--- config.mk ---
export PLATFORM = sky130hd
export DESIGN_NAME = clk_trig_encoder_flat
export DESIGN_NICKNAME = d
export VERILOG_FILES = /design/src/rtl/clk_trig_encoder_if.sv /design/src/rtl/clk_trig_encoder.sv /design/src/flat_wrapper.sv
export SDC_FILE = /design/constraint.sdc
export NUM_CORES = 1
export LEC_CHECK = 0
export BUFFER_PORTS_ARGS = -buffer_cell sky130_fd_sc_hd__buf_2
export CAP_MARGIN = 20
export CORE_ASPECT_RATIO = 1.75
export CORE_UTILIZATION = 40
export CTS_CLUSTER_DIAMETER = 50
export DETAILED_ROUTE_END_ITERATION = 12
export PLACE_DENSITY_LB_ADDON = 0.05
export SYNTH_ARGS = -nofsm -noshare
export SYNTH_HDL_FRONTEND = slang
export SYNTH_SLANG_ARGS = --single-unit
--- constraint.sdc ---
create_clock -name fastclk -period 3.2 [get_ports fastclk]
set_input_delay 0.16 -clock fastclk [delete_from_list [all_inputs] [get_ports fastclk]]
set_output_delay 0.16 -clock fastclk [all_outputs]
set_load 0.005 [all_outputs]
--- src/rtl/clk_trig_encoder_if.sv ---
// Control/status bundle for clk_trig_encoder.
// master: drives enable/mode/trigger/cnt_clr and observes the outputs.
// slave : the encoder itself.
interface clk_trig_encoder_if #(
    parameter int N_CH  = 2,
    parameter int CNT_W = 8
);
    logic                    enable;
    logic [1:0]              mode;
    logic [N_CH-1:0]         trigger;
    logic                    cnt_clr;
    logic [N_CH-1:0]         clk_out;
    logic [N_CH-1:0]         trig_sync;
    logic                    period_start;
    logic [N_CH*CNT_W-1:0]   evt_count;

    modport master (
        output enable, mode, trigger, cnt_clr,
        input  clk_out, trig_sync, period_start, evt_count
    );

    modport slave (
        input  enable, mode, trigger, cnt_clr,
        output clk_out, trig_sync, period_start, evt_count
    );
endinterface

--- src/rtl/clk_trig_encoder.sv ---
// Multi-channel clock/trigger encoder.
// Each channel emits a DIV-cycle clock whose high time encodes the
// synchronised trigger bit (or gates the clock, or forces DC levels).
// Trigger and mode are sampled only at a channel's phase 0, so a period
// already in flight always completes with its original shape.
// Per-channel saturating counters count rising edges of the synced trigger.
// Optional build macro: CLK_TRIG_STAGGER_EN -- offsets channel i by
// i*(DIV/N_CH) cycles to spread output edges across the period.
module clk_trig_encoder #(
    parameter int N_CH    = 2,
    parameter int DIV     = 4,
    parameter int HI_ONE  = 1,
    parameter int HI_ZERO = 3,
    parameter int CNT_W   = 8
) (
    input  logic              fastclk,
    input  logic              reset,
    clk_trig_encoder_if.slave bus
);
    localparam int PHW = (DIV < 2) ? 1 : $clog2(DIV);
    localparam int HLW = $clog2(DIV + 1);
`ifdef CLK_TRIG_STAGGER_EN
    localparam int STEP = DIV / N_CH;
`endif

    typedef logic [HLW-1:0] hl_t;
    localparam hl_t HL_ONE  = hl_t'(HI_ONE);
    localparam hl_t HL_ZERO = hl_t'(HI_ZERO);
    localparam hl_t HL_HALF = hl_t'(DIV / 2);
    localparam hl_t HL_DIV  = hl_t'(DIV);

    if (DIV < 2) begin : g_bad_div
        $error("clk_trig_encoder: DIV must be at least 2");
    end
    if (HI_ONE < 1 || HI_ONE > DIV - 1) begin : g_bad_hi_one
        $error("clk_trig_encoder: HI_ONE must lie in 1..DIV-1");
    end
    if (HI_ZERO < 1 || HI_ZERO > DIV - 1) begin : g_bad_hi_zero
        $error("clk_trig_encoder: HI_ZERO must lie in 1..DIV-1");
    end
    if (N_CH < 1 || N_CH > 8) begin : g_bad_nch
        $error("clk_trig_encoder: N_CH must lie in 1..8");
    end

    // High time of one period for a given latched mode and trigger.
    function automatic hl_t hi_len(input logic [1:0] m, input logic t);
        case (m)
            2'b00:   hi_len = t ? HL_ONE : HL_ZERO;
            2'b01:   hi_len = t ? hl_t'(0) : HL_HALF;
            2'b10:   hi_len = hl_t'(0);
            default: hi_len = HL_DIV;
        endcase
    endfunction

    logic [N_CH-1:0]            sync_m_q, sync_q, sync_prev_q;
    logic [PHW-1:0]             phase_q, phase_d;
    logic [N_CH-1:0]            trig_lat_q, trig_lat_d;
    logic [N_CH-1:0][1:0]       mode_lat_q, mode_lat_d;
    logic [N_CH-1:0]            clk_out_q, clk_out_d;
    logic                       period_start_q, period_start_d;
    logic [N_CH-1:0][CNT_W-1:0] cnt_q, cnt_d;
    logic [N_CH-1:0][HLW-1:0]   phase_ch;

    // Per-channel phase: shared phase, optionally rotated per channel.
    always_comb begin
        for (int i = 0; i < N_CH; i++) begin
`ifdef CLK_TRIG_STAGGER_EN
            phase_ch[i] = HLW'((int'(phase_q) + i * STEP) % DIV);
`else
            phase_ch[i] = HLW'(phase_q);
`endif
        end
    end

    // Phase advance, period latch and next clock level; the latch value
    // is used in the same cycle so phase 0 already shows the new shape.
    always_comb begin
        phase_d        = '0;
        period_start_d = 1'b0;
        trig_lat_d     = trig_lat_q;
        mode_lat_d     = mode_lat_q;
        clk_out_d      = '0;
        if (bus.enable) begin
            phase_d        = (phase_q == PHW'(DIV - 1)) ? '0 : phase_q + 1'b1;
            period_start_d = (phase_q == '0);
            for (int i = 0; i < N_CH; i++) begin
                if (phase_ch[i] == '0) begin
                    trig_lat_d[i] = sync_q[i];
                    mode_lat_d[i] = bus.mode;
                end
                clk_out_d[i] = (phase_ch[i] < hi_len(mode_lat_d[i], trig_lat_d[i]));
            end
        end
    end

    // Saturating edge counters; clear wins over a coincident edge.
    always_comb begin
        for (int i = 0; i < N_CH; i++) begin
            cnt_d[i] = cnt_q[i];
            if (bus.cnt_clr) begin
                cnt_d[i] = '0;
            end else if (sync_q[i] && !sync_prev_q[i] && (cnt_q[i] != '1)) begin
                cnt_d[i] = cnt_q[i] + 1'b1;
            end
        end
    end

    // State registers, all cleared asynchronously by reset.
    always_ff @(posedge fastclk or negedge reset) begin
        if (!reset) begin
            sync_m_q       <= '0;
            sync_q         <= '0;
            sync_prev_q    <= '0;
            phase_q        <= '0;
            trig_lat_q     <= '0;
            mode_lat_q     <= '0;
            clk_out_q      <= '0;
            period_start_q <= 1'b0;
            cnt_q          <= '0;
        end else begin
            sync_m_q       <= bus.trigger;
            sync_q         <= sync_m_q;
            sync_prev_q    <= sync_q;
            phase_q        <= phase_d;
            trig_lat_q     <= trig_lat_d;
            mode_lat_q     <= mode_lat_d;
            clk_out_q      <= clk_out_d;
            period_start_q <= period_start_d;
            cnt_q          <= cnt_d;
        end
    end

    assign bus.clk_out      = clk_out_q;
    assign bus.trig_sync    = sync_q;
    assign bus.period_start = period_start_q;
    assign bus.evt_count    = cnt_q;
endmodule

--- src/flat_wrapper.sv ---
// flat-port wrapper written by rule: the top's interface ports become plain ports
module clk_trig_encoder_flat 
#(
    parameter int N_CH    = 2,
    parameter int DIV     = 4,
    parameter int HI_ONE  = 1,
    parameter int HI_ZERO = 3,
    parameter int CNT_W   = 8
)
  (fastclk, reset, bus_enable, bus_mode, bus_trigger, bus_cnt_clr, bus_clk_out, bus_trig_sync, bus_period_start, bus_evt_count);
  clk_trig_encoder_if #(.N_CH(N_CH), .CNT_W(CNT_W)) bus_i ();
  input  logic fastclk;
  input  logic reset;
  input wire logic [$bits(bus_i.enable)-1:0] bus_enable;
  input wire logic [$bits(bus_i.mode)-1:0] bus_mode;
  input wire logic [$bits(bus_i.trigger)-1:0] bus_trigger;
  input wire logic [$bits(bus_i.cnt_clr)-1:0] bus_cnt_clr;
  output wire logic [$bits(bus_i.clk_out)-1:0] bus_clk_out;
  output wire logic [$bits(bus_i.trig_sync)-1:0] bus_trig_sync;
  output wire logic [$bits(bus_i.period_start)-1:0] bus_period_start;
  output wire logic [$bits(bus_i.evt_count)-1:0] bus_evt_count;
  assign bus_i.enable = bus_enable;
  assign bus_i.mode = bus_mode;
  assign bus_i.trigger = bus_trigger;
  assign bus_i.cnt_clr = bus_cnt_clr;
  assign bus_clk_out = bus_i.clk_out;
  assign bus_trig_sync = bus_i.trig_sync;
  assign bus_period_start = bus_i.period_start;
  assign bus_evt_count = bus_i.evt_count;
  clk_trig_encoder #(.N_CH(N_CH), .DIV(DIV), .HI_ONE(HI_ONE), .HI_ZERO(HI_ZERO), .CNT_W(CNT_W)) u_core (.fastclk(fastclk), .reset(reset), .bus(bus_i));
endmodule
# Word level (Yosys, flattened, before mapping)
# Cells that the tools add are included.
op_classes:
  multipliers: 0
  shift: 0
  magnitude_cmp: 2
  eq_ne: 7
  mux: 24
  n_addsub: 3
  div: 0
  n_bitwise: 0
  reduce_logical: 12
op_table:
  columns: ["cell", "n"]
  rows:
  - ["8-bit two-way mux", 4]
  - ["2-bit two-way mux", 11]
  - ["3-bit case mux with 3 select lines", 2]
  - ["8-bit by 1-bit adder with 8-bit output, second input constant", 2]
  - ["8-bit != test, second input constant", 2]
  - ["2-bit == test, second input constant", 3]
  - ["2-bit zero test", 3]
  - ["2-bit by 3-bit < comparator with 1-bit output", 2]
  - ["3-bit two-way mux", 2]
  - ["1-bit two-way mux", 5]
  - ["2-bit by 1-bit == test with 1-bit output, second input constant", 2]
  - ["1-bit logical AND", 4]
  - ["2-bit nonzero test", 2]
  - ["3-bit zero test", 1]
  - ["2-bit by 1-bit adder with 2-bit output, second input constant", 1]
  - ["1-bit zero test", 2]
totals:
  output_inout_bits: 21
  ramBits: 0
  elab_cells: 59
  register_bits: 33
  latch_bits: 0
  mem_bits_ro: 0
  inputBits: 8
  n_memories: 0

# Depth between registers and ports, before layout
depth:
  word_depth: 8
  mapped_depth: 8
  depth_no_buf: 7

# Worst setup path after synthesis
# Ideal clock, no wire load.
synth_path:
  path_kind: "reg-to-reg"
  startpoint: "register u_core.phase_q[0]"
  endpoint: "register u_core.clk_out_q[0], in the netlist u_core.bus.clk_out[0]"
  setup_time_ps: 119
  path_buffers: 1
  period_less_slack_ps: 1729
  t_required_ps: 3081
  path_stages_with_launch: 9
  setup_slack_ps: 1471
  arrival_ps: 1610
  cell_sequence: "dfrtp_1 -> inv_1 -> ha_1 -> buf_2 -> mux2i_1 -> nand2_1 -> ha_1 -> o22ai_1 -> o21a_1"
synth_via:
  elab_chain_len: 8
  word_cells_on_any_way: 14
  classes_between: "order compare: 1; eq/ne: 2; mux: 9; reduce/logical: 2"
synth_lines:
  columns: ["item", "line", "text"]
  rows:
  - ["start, declared", "clk_trig_encoder.sv:56", "logic [PHW-1:0] phase_q, phase_d;"]
  - ["start signal, assigned", "clk_trig_encoder.sv:124", "phase_q <= phase_d;"]
  - ["3-bit zero test", "clk_trig_encoder.sv:87", "if (phase_ch[i] == '0) begin"]
  - ["2-bit two-way mux or 1-bit two-way mux (tied branches)", "clk_trig_encoder.sv:87", null]
  - ["2-bit two-way mux or 1-bit two-way mux (tied branches)", "clk_trig_encoder.sv:83", "if (bus.enable) begin"]
  - ["2-bit == test (tied with other cells)", "clk_trig_encoder.sv:47", "case (m)"]
  - ["3-bit case mux with 3 select lines", "clk_trig_encoder.sv:47", null]
  - ["3-bit two-way mux", "clk_trig_encoder.sv:83", null]
  - ["2-bit by 3-bit < comparator with 1-bit output (*)", "clk_trig_encoder.sv:91", "clk_out_d[i] = (phase_ch[i] < hi_len(mode_lat_d[i], trig_lat_d[i]));"]
  - ["2-bit two-way mux (*)", "clk_trig_encoder.sv:83", null]
  - ["via u_core.clk_out_d[0]", "clk_trig_encoder.sv:59", "logic [N_CH-1:0] clk_out_q, clk_out_d;"]
  - ["end signal, assigned", "clk_trig_encoder.sv:127", "clk_out_q <= clk_out_d;"]
  - ["end, declared", "clk_trig_encoder.sv:59", null]
# The timed path passes the listed nets; every way through them passes the cells marked *. The select of a mux whose other input is x is not followed.
# A chain may end at the register's enable or synchronous reset.

# Final worst setup path
layout_path:
  startpoint: "register u_core.phase_q[0]"
  endpoint: "register u_core.clk_out_q[1], in the netlist u_core.bus.clk_out[1]"
# Same word-level chain as after synthesis.

==> impl_metrics.ini <==
[timing]
slew_headroom_pct = 52.01
finalSetupViolCount = 0
fin_crit_sh_pct = 62.06
hold_violations = 0
period_needed_ns = 1.986
fin_worst_skew_ns = 0.006164
rsz0062_at_grt = false
fmax_mhz = 503.6
setup_tns_ns = 0
slew_violations = 0
tightest_slew_ns = 0.7198

[logic_synthesis]
seq_area_frac_synth_pct = 53.75
synth_cell_types = 35
synth-seq-cells = 33
synth-edff-count = 0
synth_top_flop_cell = dfrtp_1
synthesis.nets = 151
syn_area_per_cell_um2 = 11.22
syn_area_um2 = 1536
syn-instance-count = 137
synthArstFlopShare_pct = 100.0
yosys_warnings = 0

[cells_and_area]
drive_gt1_share_pct = 24.86
antennaDiodeCount = 0
syn_to_final_growth_pct = 20.60
nets = 186
stdcell_count = 219
final_area_um2 = 1853
post-route-util_pct = 50.56

[detailed_routing]
drc = 0
via_per_inst = 5.379
drt_first_iter_violations = 12
dr.max_layer_used = met4
dr_wl_met3_um = 123
first_pass_iters = 4
finalWirelength_mm = 2.934
routed-via-count = 1178
wl_met2_mm = 1.615
routedLengthMet1_mm = 1.128
wl_per_cell_um = 13.40
antenna_left = 0

[run_status]
status = finished clean

[pwr]
ir_worst_vdd_uv = 300.2
power_leakage_uw = 0.0009376
powerDensity_nw_per_um2 = 512.0

[worst_hold_path]
hold_path_end = u_core.bus.clk_out[0]
min-delay-start = bus_enable
hold_path_depth = 2
hold_path.class = primary input to flop

[cts]
cts_tree = yes
cts-root-buf = clkbuf_8
clkSlewWorstSetupHoldPaths_ns = 0.06
clock-sinks = 33
numCtsBuffers = 5
cts.path.max_buffers = 2
cts_max_level = 2
ctsResizeCount = 0
clk_latency_ns = 0.28

[global_route]
grt_pass1_vias = 1225
gr-usage-all-layers_pct = 16.74
grt_pass1_wl_mm = 5.230
grt_max_degree = 34
antenna_found_initial = 0
grt-ovfl-total = 0

[place]
hpwl_mm = 2.139
placed_cells_incl_taps = 208
port_buffers = 28
placed_cell_area_um2 = 1722
gp_congestion = 0.8171

[setup_path]
r2r_start = u_core.phase_q[0]
path_max_fanout = 9
cp-start-kind = flop
r2r_cells = 7
arrival_ns = 2.16
r2r-end = u_core.bus.clk_out[1]
critPathLaunch = u_core.phase_q[0]
rrSetupSlack_ns = 1.21
cp_data_required_time_ns = 3.37
end_kind = flop
path_class = flop to flop

[die]
io_pins = 29
die_h_um = 83.99
die-area_um2 = 4103
placement_rows = 29
initial_utilization_pct = 41.93
die_w_um = 48.85
core_area_um2 = 3665

[flow_run]
cap_violations = 0
==> worst max-delay path, stage by stage, from the launching register on <==
cell and delay (ns):
dfrtp_1 0.43, inv_1 0.09, ha_1 0.41, mux2i_1 0.33
nand2_1 0.09, ha_1 0.29, o22ai_1 0.07, o21a_1 0.18
==> metal layers <==
metal	global-route usage [%]	up-vias
li1	-	562
met1	16.86	581
met2	29.67	29
met3	4.372	6
met4	10.43	0
met5	0	-
==> placed cells by master (no fill, tap or decap), drive strengths merged, types with 2 or more instances in the layout <==
cell type and count:
or3 2, and2b 2, mux2 2, inv 4
nor3b 2, o31ai 2, xor2 7, nand4 4
and2 2, nand2 11, o21ai 4, nor3 3
o211ai 4, o21a 2, o22ai 2, buf 28
mux2i 9, nor2 10, a21o 4, or4 2
dfrtp 33, clkbuf 7, a21oi 5, nand3 3
ha 6, and3 4, dlygate4sd3 3
==> cells in the mapped netlist (all sizes together) (5+ instances only) <==
master  instances  area, µm²
ha              6      75.07
dfrtp          33      825.8
a21oi           5      25.02
nand2          11      43.80
mux2i           9      90.09
nor2           10      37.54
xor2            7      61.31
==> state kept, by name (all words and copies together), names as in the netlist <==
name	flops
u_core.bus.period_start	1
u_core.bus.clk_out	2
u_core.sync_prev_q	2
u_core.bus.trig_sync	2
u_core.sync_m_q	2
u_core.phase_q	2
u_core.bus.evt_count	16
u_core.mode_lat_q	4
u_core.trig_lat_q	2
==> repair_timing <==
action	4_1_cts	5_1_grt
hold endpoints to repair	35	0
hold buffers	3	0
setup buffers	0	0
==> cells by family after synthesis <==
group / Yosys count / synth area share, %
simple gates: 47 / 16.61
flops: 33 / 53.75
compound gates: 26 / 11.64
mux: 11 / 7.329
xor+xnor: 7 / 3.990
buf+inv: 7 / 1.790
fa+ha+maj: 6 / 4.886
==> power breakdown <==
part	switching, µW	internal [µW]
clock network	146	194
logic	69.3	65.0
registers	20.8	453
total	236	712
==> worst max-delay path by stage <==
stage | to | slack (ns) | depth (start not counted)
final | u_core.bus.clk_out[1] | 1.21 | 7
after global routing | u_core.bus.clk_out[1] | 1.05 | 7
after CTS | u_core.bus.clk_out[1] | 1.21 | 7
after detailed placement | u_core.bus.clk_out[1] | 1.22 | 7
after global placement | u_core.bus.clk_out[1] | 1.31 | 7
after floorplan | u_core.bus.clk_out[0] | 1.47 | 8
==> layout make-up <==
type	instances	area, µm²
Fill cell	351	1812
Sequential cell	33	825.8
Multi-Input combinational cell	97	683.2
Timing Repair Buffer	31	170.2
Clock buffer	7	96.34
Tap cell	46	57.56
Inverter	4	15.01
Clock inverter	1	5.005
==> per-stage QoR <==
stage	power [µW]	setup slack [ns]	hold WS [ns]
final	948.7	1.214	0.1571
after detailed placement	617.0	1.223	0.2660
after global routing	1004	1.052	0.1564
after global placement	611.1	1.314	0.2476
after floorplan	567.2	1.471	-0.1356
after CTS	967.0	1.207	0.1516
(Power assumes the default switching activity.)
